[config.mk]
export PLATFORM = sky130hd
export DESIGN_NAME = icache_ctrl_flat
export DESIGN_NICKNAME = d
export VERILOG_FILES = /design/src/rtl/icache_if.sv /design/src/rtl/icache_ctrl.sv /design/src/flat_wrapper.sv
export SDC_FILE = /design/constraint.sdc
export NUM_CORES = 2
export LEC_CHECK = 0
export BUFFER_PORTS_ARGS = -buffer_cell sky130_fd_sc_hd__buf_4
export CORE_AREA = 2 2 350 490
export DETAILED_ROUTE_END_ITERATION = 8
export DIE_AREA = 0 0 352 492
export PLACE_DENSITY = 0.78
export SYNTH_ARGS = -nofsm -noshare
export SYNTH_HDL_FRONTEND = slang
export SYNTH_SLANG_ARGS = --single-unit
[constraint.sdc]
create_clock -name clk -period 3.7 [get_ports clk]
set_input_delay 0 -clock clk [delete_from_list [all_inputs] [get_ports clk]]
set_output_delay 0 -clock clk [all_outputs]
set_load 0.02 [all_outputs]
[src/rtl/icache_if.sv]
// Fetch-side and backing-memory signals of the instruction cache, bundled for port use.
// The cache instantiates the slave modport; the fetch stage/memory side uses master.
interface icache_if;
    logic        fetch_valid;
    logic [31:0] fetch_addr;
    logic [31:0] instr;
    logic        stall;
    logic        flush;
    logic        mem_req;
    logic [31:0] mem_addr;
    logic        mem_ready;
    logic [31:0] mem_rdata;
    logic [31:0] hit_count;
    logic [31:0] miss_count;

    modport slave (
        input  fetch_valid, fetch_addr, flush, mem_ready, mem_rdata,
        output instr, stall, mem_req, mem_addr, hit_count, miss_count
    );

    modport master (
        output fetch_valid, fetch_addr, flush, mem_ready, mem_rdata,
        input  instr, stall, mem_req, mem_addr, hit_count, miss_count
    );
endinterface

[src/rtl/icache_ctrl.sv]
// Direct-mapped instruction cache controller: combinational hit path, line fill on miss
// through a req/ready memory handshake, full flush, and hit/miss performance counters.
module icache_ctrl #(
    parameter int SETS           = 16,
    parameter int WORDS_PER_LINE = 4
) (
    input  logic     clk,
    input  logic     rst,
    icache_if.slave  bus
);
    localparam int WB    = $clog2(WORDS_PER_LINE);
    localparam int IB    = $clog2(SETS);
    localparam int OFF   = WB + 2;
    localparam int TAG_W = 32 - OFF - IB;

    typedef enum logic {IDLE, FILL} state_t;

    state_t             state_reg;
    logic [SETS-1:0]    valid_reg;
    logic [IB-1:0]      fill_idx_reg;
    logic [TAG_W-1:0]   fill_tag_reg;
    logic [WB-1:0]      word_reg;
    logic               mem_req_reg;
    logic [31:0]        mem_addr_reg;
    logic [31:0]        hit_count_reg;
    logic [31:0]        miss_count_reg;

    logic [31:0]        data_mem [SETS*WORDS_PER_LINE];
    logic [TAG_W-1:0]   tag_mem  [SETS];

    logic [WB-1:0]      word_sel;
    logic [IB-1:0]      idx;
    logic [TAG_W-1:0]   tag;
    logic               hit;
    logic               fill_we;
    logic               last_word;
    logic               unused_addr_bits;

    assign word_sel         = bus.fetch_addr[OFF-1:2];
    assign idx              = bus.fetch_addr[OFF+IB-1:OFF];
    assign tag              = bus.fetch_addr[31:OFF+IB];
    assign unused_addr_bits = ^bus.fetch_addr[1:0];

    assign hit = (state_reg == IDLE) && valid_reg[idx] && (tag_mem[idx] == tag);

    assign bus.instr      = (bus.fetch_valid && hit) ? data_mem[{idx, word_sel}] : 32'd0;
    assign bus.stall      = bus.fetch_valid && ((state_reg == FILL) || !hit);
    assign bus.mem_req    = mem_req_reg;
    assign bus.mem_addr   = mem_addr_reg;
    assign bus.hit_count  = hit_count_reg;
    assign bus.miss_count = miss_count_reg;

    // Reset and flush both suppress array writes, so an aborted fill leaves no trace.
    assign fill_we   = (state_reg == FILL) && mem_req_reg && bus.mem_ready && !bus.flush && !rst;
    assign last_word = (word_reg == WB'(WORDS_PER_LINE - 1));

    always_ff @(posedge clk) begin
        if (fill_we) begin
            data_mem[{fill_idx_reg, word_reg}] <= bus.mem_rdata;
            if (last_word) begin
                tag_mem[fill_idx_reg] <= fill_tag_reg;
            end
        end
    end

    always_ff @(posedge clk) begin
        if (rst) begin
            state_reg      <= IDLE;
            valid_reg      <= '0;
            fill_idx_reg   <= '0;
            fill_tag_reg   <= '0;
            word_reg       <= '0;
            mem_req_reg    <= 1'b0;
            mem_addr_reg   <= 32'd0;
            hit_count_reg  <= 32'd0;
            miss_count_reg <= 32'd0;
        end else if (bus.flush) begin
            state_reg   <= IDLE;
            valid_reg   <= '0;
            word_reg    <= '0;
            mem_req_reg <= 1'b0;
        end else begin
            case (state_reg)
                IDLE: begin
                    if (bus.fetch_valid) begin
                        if (hit) begin
                            hit_count_reg <= hit_count_reg + 32'd1;
                        end else begin
                            state_reg      <= FILL;
                            fill_idx_reg   <= idx;
                            fill_tag_reg   <= tag;
                            word_reg       <= '0;
                            mem_req_reg    <= 1'b1;
                            mem_addr_reg   <= {bus.fetch_addr[31:OFF], {OFF{1'b0}}};
                            miss_count_reg <= miss_count_reg + 32'd1;
                        end
                    end
                end
                FILL: begin
                    if (bus.mem_ready) begin
                        // The old line is being overwritten, so it must stop hitting at once.
                        if (word_reg == '0) begin
                            valid_reg[fill_idx_reg] <= 1'b0;
                        end
                        if (last_word) begin
                            valid_reg[fill_idx_reg] <= 1'b1;
                            state_reg               <= IDLE;
                            word_reg                <= '0;
                            mem_req_reg             <= 1'b0;
                        end else begin
                            word_reg     <= word_reg + WB'(1);
                            mem_addr_reg <= mem_addr_reg + 32'd4;
                        end
                    end
                end
                default: state_reg <= IDLE;
            endcase
        end
    end
endmodule

[src/flat_wrapper.sv]
// flat-port wrapper written by rule: the top's interface ports become plain ports
module icache_ctrl_flat 
#(
    parameter int SETS           = 16,
    parameter int WORDS_PER_LINE = 4
)
  (clk, rst, bus_fetch_valid, bus_fetch_addr, bus_flush, bus_mem_ready, bus_mem_rdata, bus_instr, bus_stall, bus_mem_req, bus_mem_addr, bus_hit_count, bus_miss_count);
  icache_if bus_i ();
  input  logic clk;
  input  logic rst;
  input wire logic [$bits(bus_i.fetch_valid)-1:0] bus_fetch_valid;
  input wire logic [$bits(bus_i.fetch_addr)-1:0] bus_fetch_addr;
  input wire logic [$bits(bus_i.flush)-1:0] bus_flush;
  input wire logic [$bits(bus_i.mem_ready)-1:0] bus_mem_ready;
  input wire logic [$bits(bus_i.mem_rdata)-1:0] bus_mem_rdata;
  output wire logic [$bits(bus_i.instr)-1:0] bus_instr;
  output wire logic [$bits(bus_i.stall)-1:0] bus_stall;
  output wire logic [$bits(bus_i.mem_req)-1:0] bus_mem_req;
  output wire logic [$bits(bus_i.mem_addr)-1:0] bus_mem_addr;
  output wire logic [$bits(bus_i.hit_count)-1:0] bus_hit_count;
  output wire logic [$bits(bus_i.miss_count)-1:0] bus_miss_count;
  assign bus_i.fetch_valid = bus_fetch_valid;
  assign bus_i.fetch_addr = bus_fetch_addr;
  assign bus_i.flush = bus_flush;
  assign bus_i.mem_ready = bus_mem_ready;
  assign bus_i.mem_rdata = bus_mem_rdata;
  assign bus_instr = bus_i.instr;
  assign bus_stall = bus_i.stall;
  assign bus_mem_req = bus_i.mem_req;
  assign bus_mem_addr = bus_i.mem_addr;
  assign bus_hit_count = bus_i.hit_count;
  assign bus_miss_count = bus_i.miss_count;
  icache_ctrl #(.SETS(SETS), .WORDS_PER_LINE(WORDS_PER_LINE)) u_core (.clk(clk), .rst(rst), .bus(bus_i));
endmodule
==> impl_metrics.ini <==
[sta]
setup_viol = 55
period_share_pct = 108
setup_slack_ns = -0.288
finalHoldViolCount = 0
worst_pin_slew_ns = 1.35
final.setup_skew_ns = 0.0542
final.min_clock_period_ns = 3.99
max_freq_ghz = 0.251
relSlewSlack_pct = 9.57
drv_slew = 0
rsz0062_at_grt = yes

[global_route]
grt_max_degree = 109
grt_overflow = 0
grt_pass1_vias = 55400
antenna_found_initial = 21
grt_pass1_wl_mm = 410
grtUsageTotal_pct = 33.5

[logic_synthesis]
synthesis.instances = 4700
yosys-top-cells-area = edfxtp_1, mux4_2, dfxtp_1, mux2i_1, clkbuf_1
synth_warnings = 0
yosysTopAreaCell = edfxtp_1
yosys-top-cells-count = edfxtp_1, mux4_2, clkbuf_1
synth.most_common_cell = edfxtp_1
synth-main-ff-cell = edfxtp_1
synth_cell_types = 68
synth_compound_area_share_pct = 2.46
synth-xor-area-share_pct = 0.234
synth_top_family_by_area = multiplexers
avgSynthCellArea_sq_um = 21.4
syn-cell-area_sq_mm = 0.101
synth_top_area_share_pct = 72.6
yosys.area_share.simple_pct = 2.93
synthAdderAreaFrac_pct = 0.0622
ys_ff_latch = 2574
synth-edff-count = 2432
synth_mux_area_share_pct = 17.6
synthArstFlopShare_pct = 0
ys_seq_area_share_pct = 75.4

[clock_tree]
path_clk_slew_ns = 0.07
root_buffer = clkbuf_16
clk_latency_ns = 0.90
numClockSinks = 2574
cts_made_buffers = 221
cts_tree = yes
htree_levels = 4
clk_path_buf_depth = 3

[routing]
wl_per_cell_um = 37.8
routed_wl_mm = 291
drt-initial-drc-count = 8872
dr.pass1.iters = 8
dr_total_vias = 55700
ant_nets = 0
viasPerCell = 7.23
route.detailed.drc = 0

[power]
p_sw_uw = 12700
total_power_uw = 58700
p_seq_share_pct = 54.4
vdd_drop_max_mv = 0.539
p_comb_share_pct = 5.1
p_leak_uw = 0.0366
internal-power_uw = 46000
power_density_mw_per_mm2 = 503
p_clk_share_pct = 40.5
switching_share_pct = 21.6

[place]
portBuffers = 194
dpl_cell_area_sq_mm = 0.107
routabilityCongestion = 0.866
hpwl_mm = 156

[layout]
top_regs = u_core.data_mem: 2048 flops, u_core.tag_mem: 384 flops
largest_reg_flops = 2048
syn2layout_area_growth_pct = 16.0
largest_register = u_core.data_mem
fin_util_pct = 69.0
drive_gt1_share_pct = 33.0
fin_nets = 5317
fin_area_sq_mm = 0.117

[worst_setup_path]
slowest_stage = or4_4
worst-setup-path-type = flop to flop
cp.required_ns = 4.39
path_cells = mux4_2, mux2i_4, xnor2_2, nor4_4, buf_4, nand2_4, a2111o_1, or4_4, buf_12, buf_6, buf_8, o311ai_1, o41ai_2
crit_buf_inv = 4
crit_fanout = 6
endpoint_kind = flop
max_stage_delay_ns = 0.57
crit_family = compound AO/OA/AOI/OAI gates
cp-start-kind = flop
worstPathArrival_ns = 4.68

[run_status]
status = finished, violations left
violations = max-capacitance violations, negative setup slack

[floorplanning]
initial_utilization_pct = 59.5
die_area_sq_mm = 0.173
die_w_um = 352
num_rows = 179
die_y_um = 492
num_io_pins = 199
coreArea_sq_mm = 0.169

[worst_hold_path]
hp-class = primary input to flop

[run]
drv_cap = 1
==> power groups by stage <==
stage,Combinational [uW],Clock [uW],Sequential (uW)
after floorplan,1580,0,32500
after global placement,2720,0,32500
after detailed placement,2790,0,32600
after CTS,2950,23900,31900
after global routing,3110,24800,31900
final,2990,23800,31900
==> cell families after synthesis <==
kind of cell,Yosys count
buf+inv,305
other cells,1
mux,852
fa+ha+maj,5
simple gates,567
xor+xnor,26
flops,2574
compound gates,370
==> layout make-up <==
type	count	area, sq um
sequential	2574	75900
timing repair buffer	607	6000
clock buffer	254	5710
inverter	17	63.8
fill	9594	52400
clock inverter	153	1660
multi-input combinational	1822	24500
tap	2262	2830
antenna	11	27.5
==> metal layers <==
metal / track usage (%) / wire, um / vias up
met4: 17.0 / 17300 / 22
li1: - / - / 21000
met2: 55.9 / 147000 / 4826
met1: 41.7 / 93300 / 28900
met5: 0 / 142 / -
met3: 7.53 / 33400 / 948
==> worst register-to-register path, delay by kind of cell (launching register included) <==
kind | cells | cell delay (ns)
multiplexers | 2 | 0.73
buffers and inverters | 4 | 0.62
flip-flops | 1 | 0.41
AND/OR/NAND/NOR | 3 | 0.98
AO/OA/AOI/OAI | 3 | 0.98
XOR/XNOR | 1 | 0.12
==> metrics by stage <==
step	setup slack, ns	setup TNS (ns)	hold slack, ns	instances
2_1_floorplan	0.477	0	0.0989	4701
3_3_place_gp	-0.341	-7.88	0.314	7182
3_5_place_dp	-0.311	-7.21	0.327	7182
4_1_cts	-0.214	-4.80	0.00186	7676
5_1_grt	-0.337	-11.22	0.0457	7691
6_report	-0.288	-6.98	0.0516	7700
==> cells in the final DEF, fill, tap and decap left out, types with 12 or more instances in the layout <==
| master | netlist | layout |
|---|---|---|
| inv_1 | 15 | 15 |
| or4_1 | 24 | 22 |
| mux2_2 | 14 | 13 |
| o31ai_1 | 23 | 23 |
| a21oi_1 | 105 | 101 |
| a221oi_1 | 12 | 12 |
| dfxtp_1 | 142 | 142 |
| clkbuf_1 | 192 | 29 |
| mux4_2 | 730 | 730 |
| o32ai_1 | 24 | 24 |
| nor2_4 | 0 | 66 |
| nand4_1 | 27 | 27 |
| clkbuf_16 | 0 | 223 |
| a211oi_1 | 20 | 19 |
| bufinv_16 | 0 | 25 |
| clkinv_1 | 2 | 48 |
| dlygate4sd3_1 | 0 | 79 |
| nor2b_4 | 0 | 12 |
| nor2_1 | 131 | 50 |
| or3_1 | 19 | 16 |
| nor3_1 | 27 | 25 |
| and3_1 | 20 | 20 |
| buf_12 | 0 | 78 |
| a22oi_1 | 23 | 23 |
| buf_6 | 13 | 31 |
| nand2_1 | 101 | 99 |
| or2_2 | 22 | 22 |
| nor2b_1 | 52 | 30 |
| xor2_1 | 14 | 14 |
| nand3_1 | 87 | 87 |
| clkinvlp_4 | 0 | 16 |
| nor4_1 | 15 | 14 |
| nor2_2 | 1 | 16 |
| o21ai_0 | 75 | 75 |
| clkinv_2 | 0 | 44 |
| buf_4 | 13 | 408 |
| edfxtp_1 | 2432 | 2432 |
| mux2i_1 | 99 | 96 |
==> timing repair <==
item                                     CTS  global route
pin swaps                                  9            33
endpoints found under the setup margin    55           107
setup buffers                              5            12
hold buffers                              79             0
hold endpoints to repair                2162             0
gates cloned                               4             1
gates resized for setup                   71            82
==> final timing paths <==
| path | from | endpoint | slack (ns) | cells after the start |
|---|---|---|---|---|
| worst min-delay path | bus_fetch_addr[13] | u_core.bus.mem_addr[13] | 0.05 | 4 |
| worst max-delay path | u_core.tag_mem[6][0] | u_core.bus.hit_count[9] | -0.29 | 13 |
| worst max register to register | u_core.tag_mem[6][0] | u_core.bus.hit_count[9] | -0.29 | 13 |
| worst min register to register | u_core.valid_reg[9] | u_core.valid_reg[9] | 0.48 | 2 |
(Power assumes the default switching activity.)
